--- config.mk ---
export PLATFORM = sky130hd
export DESIGN_NAME = reset_sequencer
export DESIGN_NICKNAME = d
export VERILOG_FILES = /design/src/rtl/reset_seq_pkg.sv /design/src/rtl/sync_2ff.sv /design/src/rtl/reset_sequencer.sv
export SDC_FILE = /design/constraint.sdc
export NUM_CORES = 1
export LEC_CHECK = 0
export BUFFER_PORTS_ARGS = -buffer_cell sky130_fd_sc_hd__buf_2
export CORE_ASPECT_RATIO = 0.6
export CORE_UTILIZATION = 60
export DETAILED_ROUTE_END_ITERATION = 12
export GPL_TIMING_DRIVEN = 1
export PLACE_DENSITY = 0.79
export SLEW_MARGIN = 20
export SYNTH_ARGS = -nofsm -noshare
export SYNTH_HDL_FRONTEND = slang
export SYNTH_SLANG_ARGS = --single-unit
--- constraint.sdc ---
create_clock -name clock -period 4.3 [get_ports clock]
set_input_delay 0.43 -clock clock [delete_from_list [all_inputs] [get_ports clock]]
set_output_delay 0.43 -clock clock [all_outputs]
set_load 0.02 [all_outputs]
--- src/rtl/reset_seq_pkg.sv ---
// Shared definitions for the reset sequencer: FSM state encoding and the
// default parameter values used when the top is instantiated without overrides.
package reset_seq_pkg;

  typedef enum logic [1:0] {
    ST_POR,
    ST_RELEASE,
    ST_RUN,
    ST_KEY_RST
  } state_t;

  localparam int unsigned DEF_PRESCALE_W  = 16;
  localparam int unsigned DEF_CNT_W       = 32;
  localparam int unsigned DEF_POR_TICKS   = 2;
  localparam int unsigned DEF_STAGE_TICKS = 1;
  localparam int unsigned DEF_N_DOMAINS   = 3;
  localparam logic [31:0] DEF_HOLD_TICKS  = 32'hDEADBEEF;

endpackage

--- src/rtl/sync_2ff.sv ---
// Generic two-flop synchroniser for a single asynchronous input.
// Ports:
//   i_clk  - destination clock
//   i_rst  - asynchronous active-high reset, loads RESET_VAL into both flops
//   i_d    - asynchronous input
//   o_q    - synchronised output (2-clock latency)
module sync_2ff #(
  parameter logic RESET_VAL = 1'b0
) (
  input  logic i_clk,
  input  logic i_rst,
  input  logic i_d,
  output logic o_q
);

  logic r_meta;
  logic r_sync;

  always_ff @(posedge i_clk or posedge i_rst) begin
    if (i_rst) begin
      r_meta <= RESET_VAL;
      r_sync <= RESET_VAL;
    end else begin
      r_meta <= i_d;
      r_sync <= r_meta;
    end
  end

  assign o_q = r_sync;

endmodule

--- src/rtl/reset_sequencer.sv ---
// N-domain reset sequencer: power-on hold, ordered per-domain release, and a
// long-press Fn-key reset that re-runs the whole sequence.
// Ports:
//   clock     - system clock
//   reset     - asynchronous active-high board reset
//   KEY_Fn    - Fn key, active-low, asynchronous to clock
//   rst_out   - per-domain active-high resets, bit 0 released first
//   busy      - high whenever the sequencer is not in RUN
//   key_event - one-clock pulse when a long-press reset fires
module reset_sequencer
  import reset_seq_pkg::*;
#(
  parameter int unsigned       PRESCALE_W  = DEF_PRESCALE_W,
  parameter int unsigned       CNT_W       = DEF_CNT_W,
  parameter int unsigned       POR_TICKS   = DEF_POR_TICKS,
  parameter int unsigned       STAGE_TICKS = DEF_STAGE_TICKS,
  parameter int unsigned       N_DOMAINS   = DEF_N_DOMAINS,
  parameter logic [CNT_W-1:0]  HOLD_TICKS  = CNT_W'(DEF_HOLD_TICKS)
) (
  input  logic                 clock,
  input  logic                 reset,
  input  logic                 KEY_Fn,
  output logic [N_DOMAINS-1:0] rst_out,
  output logic                 busy,
  output logic                 key_event
);

  localparam int unsigned STAGE_W = (N_DOMAINS > 1) ? $clog2(N_DOMAINS) : 1;

  state_t                r_state;
  state_t                w_state_nxt;
  logic [PRESCALE_W-1:0] r_presc;
  logic [CNT_W-1:0]      r_cnt;
  logic [CNT_W-1:0]      w_cnt_nxt;
  logic [CNT_W-1:0]      w_cnt_inc;
  logic [CNT_W-1:0]      w_cnt_adv;
  logic [STAGE_W-1:0]    r_stage;
  logic [STAGE_W-1:0]    w_stage_nxt;
  logic [N_DOMAINS-1:0]  r_rst_out;
  logic [N_DOMAINS-1:0]  w_rst_nxt;
  logic                  r_busy;
  logic                  r_key_event;
  logic                  w_key_event_nxt;
  logic                  w_key_sync;
  logic                  w_key_held;
  logic                  w_tick;

  sync_2ff #(.RESET_VAL(1'b1)) u_key_sync (
    .i_clk (clock),
    .i_rst (reset),
    .i_d   (KEY_Fn),
    .o_q   (w_key_sync)
  );

  assign w_key_held = ~w_key_sync;
  assign w_tick     = &r_presc;
  assign w_cnt_inc  = r_cnt + 1'b1;
  assign w_cnt_adv  = (&r_cnt) ? r_cnt : w_cnt_inc;

  always_ff @(posedge clock or posedge reset) begin
    if (reset) begin
      r_presc     <= '0;
      r_state     <= ST_POR;
      r_cnt       <= '0;
      r_stage     <= '0;
      r_rst_out   <= '1;
      r_busy      <= 1'b1;
      r_key_event <= 1'b0;
    end else begin
      r_presc     <= r_presc + 1'b1;
      r_state     <= w_state_nxt;
      r_cnt       <= w_cnt_nxt;
      r_stage     <= w_stage_nxt;
      r_rst_out   <= w_rst_nxt;
      r_busy      <= (w_state_nxt != ST_RUN);
      r_key_event <= w_key_event_nxt;
    end
  end

  // The stage counter reuses the shared tick counter, so it is cleared on each
  // stage step as well as on every state change.
  always_comb begin
    w_state_nxt     = r_state;
    w_cnt_nxt       = r_cnt;
    w_stage_nxt     = r_stage;
    w_key_event_nxt = 1'b0;
    unique case (r_state)
      ST_POR: begin
        if (w_tick) begin
          if (w_cnt_inc == CNT_W'(POR_TICKS)) begin
            w_state_nxt = ST_RELEASE;
            w_stage_nxt = '0;
            w_cnt_nxt   = '0;
          end else begin
            w_cnt_nxt = w_cnt_adv;
          end
        end
      end
      ST_RELEASE: begin
        if (w_tick) begin
          if (w_cnt_inc == CNT_W'(STAGE_TICKS)) begin
            w_cnt_nxt = '0;
            if (r_stage == STAGE_W'(N_DOMAINS - 1)) begin
              w_state_nxt = ST_RUN;
            end else begin
              w_stage_nxt = r_stage + 1'b1;
            end
          end else begin
            w_cnt_nxt = w_cnt_adv;
          end
        end
      end
      ST_RUN: begin
        if (!w_key_held) begin
          w_cnt_nxt = '0;
        end else if (w_tick) begin
          if (w_cnt_inc == HOLD_TICKS) begin
            w_state_nxt     = ST_KEY_RST;
            w_cnt_nxt       = '0;
            w_key_event_nxt = 1'b1;
          end else begin
            w_cnt_nxt = w_cnt_adv;
          end
        end
      end
      ST_KEY_RST: begin
        if (!w_key_held) begin
          w_state_nxt = ST_POR;
          w_cnt_nxt   = '0;
        end else if (w_tick) begin
          w_cnt_nxt = w_cnt_adv;
        end
      end
      default: begin
        w_state_nxt = ST_POR;
        w_cnt_nxt   = '0;
        w_stage_nxt = '0;
      end
    endcase
  end

  // Output image is computed from the next state so the registered outputs
  // change on the same edge as the state/stage.
  always_comb begin
    w_rst_nxt = '1;
    unique case (w_state_nxt)
      ST_RELEASE: begin
        for (int unsigned i = 0; i < N_DOMAINS; i++) begin
          w_rst_nxt[i] = (32'(w_stage_nxt) <= i);
        end
      end
      ST_RUN:  w_rst_nxt = '0;
      default: w_rst_nxt = '1;
    endcase
  end

  assign rst_out   = r_rst_out;
  assign busy      = r_busy;
  assign key_event = r_key_event;

endmodule

==> reports/metrics.yaml <==
pwr:
  p_per_area_mw_per_mm2: 260.2
  leakagePower_nw: 1.636
  worst_ir_drop_vdd_v: 0.0002256
  finalPower_w: 0.001076
drt:
  dr.pass1.iters: 6
  vias: 3681
  wl_per_cell_um: 17.69
  drt-total-wl_mm: 9.890
  avgViaCountPerCell: 6.585
  antenna_left: 0
  drc: 0
  drtIter0Drc: 593
placement:
  gp_congestion: 0.9292
  post_dp_cell_area_sq_mm: 0.003901
  io_buffers: 7
  place_hpwl_mm: 6.750
  post-place-cells: 538
worst_setup_path:
  cpPeakStageDelay_ns: 0.58
  start_kind: "flop"
  reg2reg_depth: 11
  crit_path_frequent_cell: "nand4_1"
  path_cells: "ha_1 -> and4_1 -> nand4_1 -> nor3_1 -> xnor2_1 -> and3_2 -> nand4_1 -> or4_1 -> a22o_1 -> or2_0 -> a21oi_1"
  critical_path_arrival_ns: 4.28
  cp_slowest_cell: "or4_1"
  worst-path-max-fanout: 11
  worstPathRequired_ns: 4.57
  end_kind: "flop"
  critPathKind: "reg2reg"
synth:
  syn_area_sq_mm: 0.003877
  synthTopCellsByArea: "dfrtp_1 34%, a21oi_1 7.1%, nand3_1 5.4%"
  ys_seq_elements: 59
  ys_seq_area_frac: 0.3827
  yosysTopAreaCellShare: 0.3420
  syn_inst: 476
  synth.avg_cell_area_sq_um: 8.146
  synthArstFlopShare: 1.000
  syn-num-nets: 486
  synth_flop_cell: "dfrtp_1"
  yosysUniqueCellTypes: 58
  synth_edf_count: 0
  yosys.area.top_type: "dfrtp_1"
  yosysMostFrequentCell: "a21oi_1"
  synth_common_cells: "55 x a21oi_1, 53 x dfrtp_1, 52 x nand2_1"
  ys.warnings.count: 0
floorplan:
  fp.dieArea_sq_mm: 0.006798
  num_rows: 22
  initial_utilization: 0.6289
  dieWidth_um: 105.8
  die_h_um: 64.27
  core-area_sq_mm: 0.006166
  pin_count: 8
timing:
  relSlewSlack: 0.4092
  maxSlewViolCount: 0
  fin_skew_ns: 0.005621
  min_period_over_period: 0.9319
  worst_pin_slew_ns: 0.8863
  fin_crit_ns: 4.007
  setup_violations: 0
  rsz0062_at_grt: "false"
  finalHoldViolations: 0
  finalSetupTns_ns: 0
  fmax_ghz: 0.2496
clocking:
  clkSinkCount: 59
  cts_hold_buffers: 0
  cts_buffers: 9
  clock-root-buffer: "clkbuf_8"
  clk_latency_ns: 0.36
  path_clk_slew_ns: 0.06
  cts_tree: "built"
  cts_resized: 0
  cts_buffer_depth: 2
  cts.htree.levels: 3
global_route:
  grt_pass1_vias: 3175
  grt_start_max_net_pins: 60
  grt_first_pass_wirelength_mm: 16.24
  track_usage: 0.3101
  antenna_found_initial: 0
  grt_overflow_total: 0
cells_and_area:
  n_fill_cell: 522
  diodes: 0
  drive_above_1_share: 0.1095
  fin_nets: 480
  syn_to_final_growth_pct: 6.615
  final_cell_area_sq_mm: 0.004134
  final_cells: 559
status:
  status: "completed"
worst_hold_path:
  hold_depth: 1
  hp-class: "in2reg"
job:
  drv_cap: 0
final timing paths:
path | from | to | slack [ns]
setup / recovery | r_cnt[0] | rst_out[0] | 0.29
hold / removal | KEY_Fn | u_key_sync.r_meta | 0.17
setup reg to reg | r_cnt[0] | rst_out[0] | 0.29
hold reg to reg | u_key_sync.r_meta | u_key_sync.o_q | 0.36
max in group asynchronous | reset | r_stage[1] | 3.55
min in group asynchronous | reset | r_cnt[13] | 0.27
final cells by class:
type	count	area (sq um)	share of cell area
multi-input combinational	368	2180	0.5272
sequential	59	1484	0.3590
clock buffer	12	145.1	0.03511
timing repair buffer	18	117.6	0.02845
tap	84	105.1	0.02542
inverter	14	52.55	0.01271
clock inverter	4	50.05	0.01211
state kept, by name (all words and copies together) (netlist names):
signal / count
busy: 1
key_event: 1
r_cnt: 32
r_presc: 16
r_stage: 2
r_state: 2
rst_out: 3
u_key_sync.o_q: 1
u_key_sync.r_meta: 1
logic make-up (layout without fill, tap and decap cells):
| kind of cell | count (synthesis) | after routing | synth area share |
|---|---|---|---|
| adders and majority gates | 7 | 7 | 0.02259 |
| and+or+nand+nor | 216 | 216 | 0.2927 |
| xor gates and xnor gates | 25 | 25 | 0.05647 |
| DFF | 59 | 59 | 0.3827 |
| AOI/OAI and AO/OA | 118 | 118 | 0.1843 |
| muxes | 2 | 2 | 0.005163 |
| buffers and inverters | 49 | 48 | 0.05614 |
placed cells by master, fill, tap and decap left out, drive strengths merged, types with 2 or more instances in the layout:
cell	count
a31oi	7
inv	14
a21boi	2
ha	7
nand4b	2
nor3	13
o22ai	3
a41oi	4
dfrtp	53
and2	5
and4	8
clkbuf	12
nor4	11
mux2i	2
or4	2
nand4	20
nand2	52
xnor2	18
o31a	3
nand3	42
o2111ai	2
o31ai	4
a22o	4
a31o	2
buf	18
or3	3
clkinvlp	2
a211oi	3
a21oi	55
nand2b	3
dfstp	6
or2	2
xor2	7
nor2	33
and3	15
o21ai	21
worst max-delay path, delay by kind of cell, from the launching register on:
family | cells | cell delay, ns
flip-flops | 1 | 0.49
adder cells (fa/ha/maj) | 1 | 0.39
AND/OR/NAND/NOR | 7 | 2.36
XOR/XNOR | 1 | 0.17
AO/OA/AOI/OAI | 2 | 0.51
power by group:
group | internal (W) | switching (W) | total [W]
Combinational | 0.00000146 | 0.0000110 | 0.0000125
Clock | 0.000282 | 0.000223 | 0.000505
Sequential | 0.000557 | 0.000000759 | 0.000558
Total | 0.000841 | 0.000235 | 0.00108
stage by stage:
stage / hold slack [ns] / setup slack, ns / util
after floorplan: 0.3452 / 1.088 / -
after global placement: 0.3513 / 0.5668 / 0.6327
after detailed placement: 0.3517 / 0.3289 / 0.6327
after CTS: 0.1647 / 0.3106 / 0.6644
after global routing: 0.1641 / 0.1060 / 0.6705
final: 0.1692 / 0.2929 / 0.6705
routing by layer:
metal,vias to the layer above,track usage,routed length (um)
met5,-,0,0
met4,0,0.09896,161
met3,25,0.08776,1074
met2,207,0.4126,3977
met1,1721,0.4755,4677
li1,1728,-,-
timing repair:
item                                   CTS  global route
buffers inserted                         0             5
setup endpoints to repair                0             3
endpoints found under the hold margin    0             0
Power figures use the tool's default switching activity.
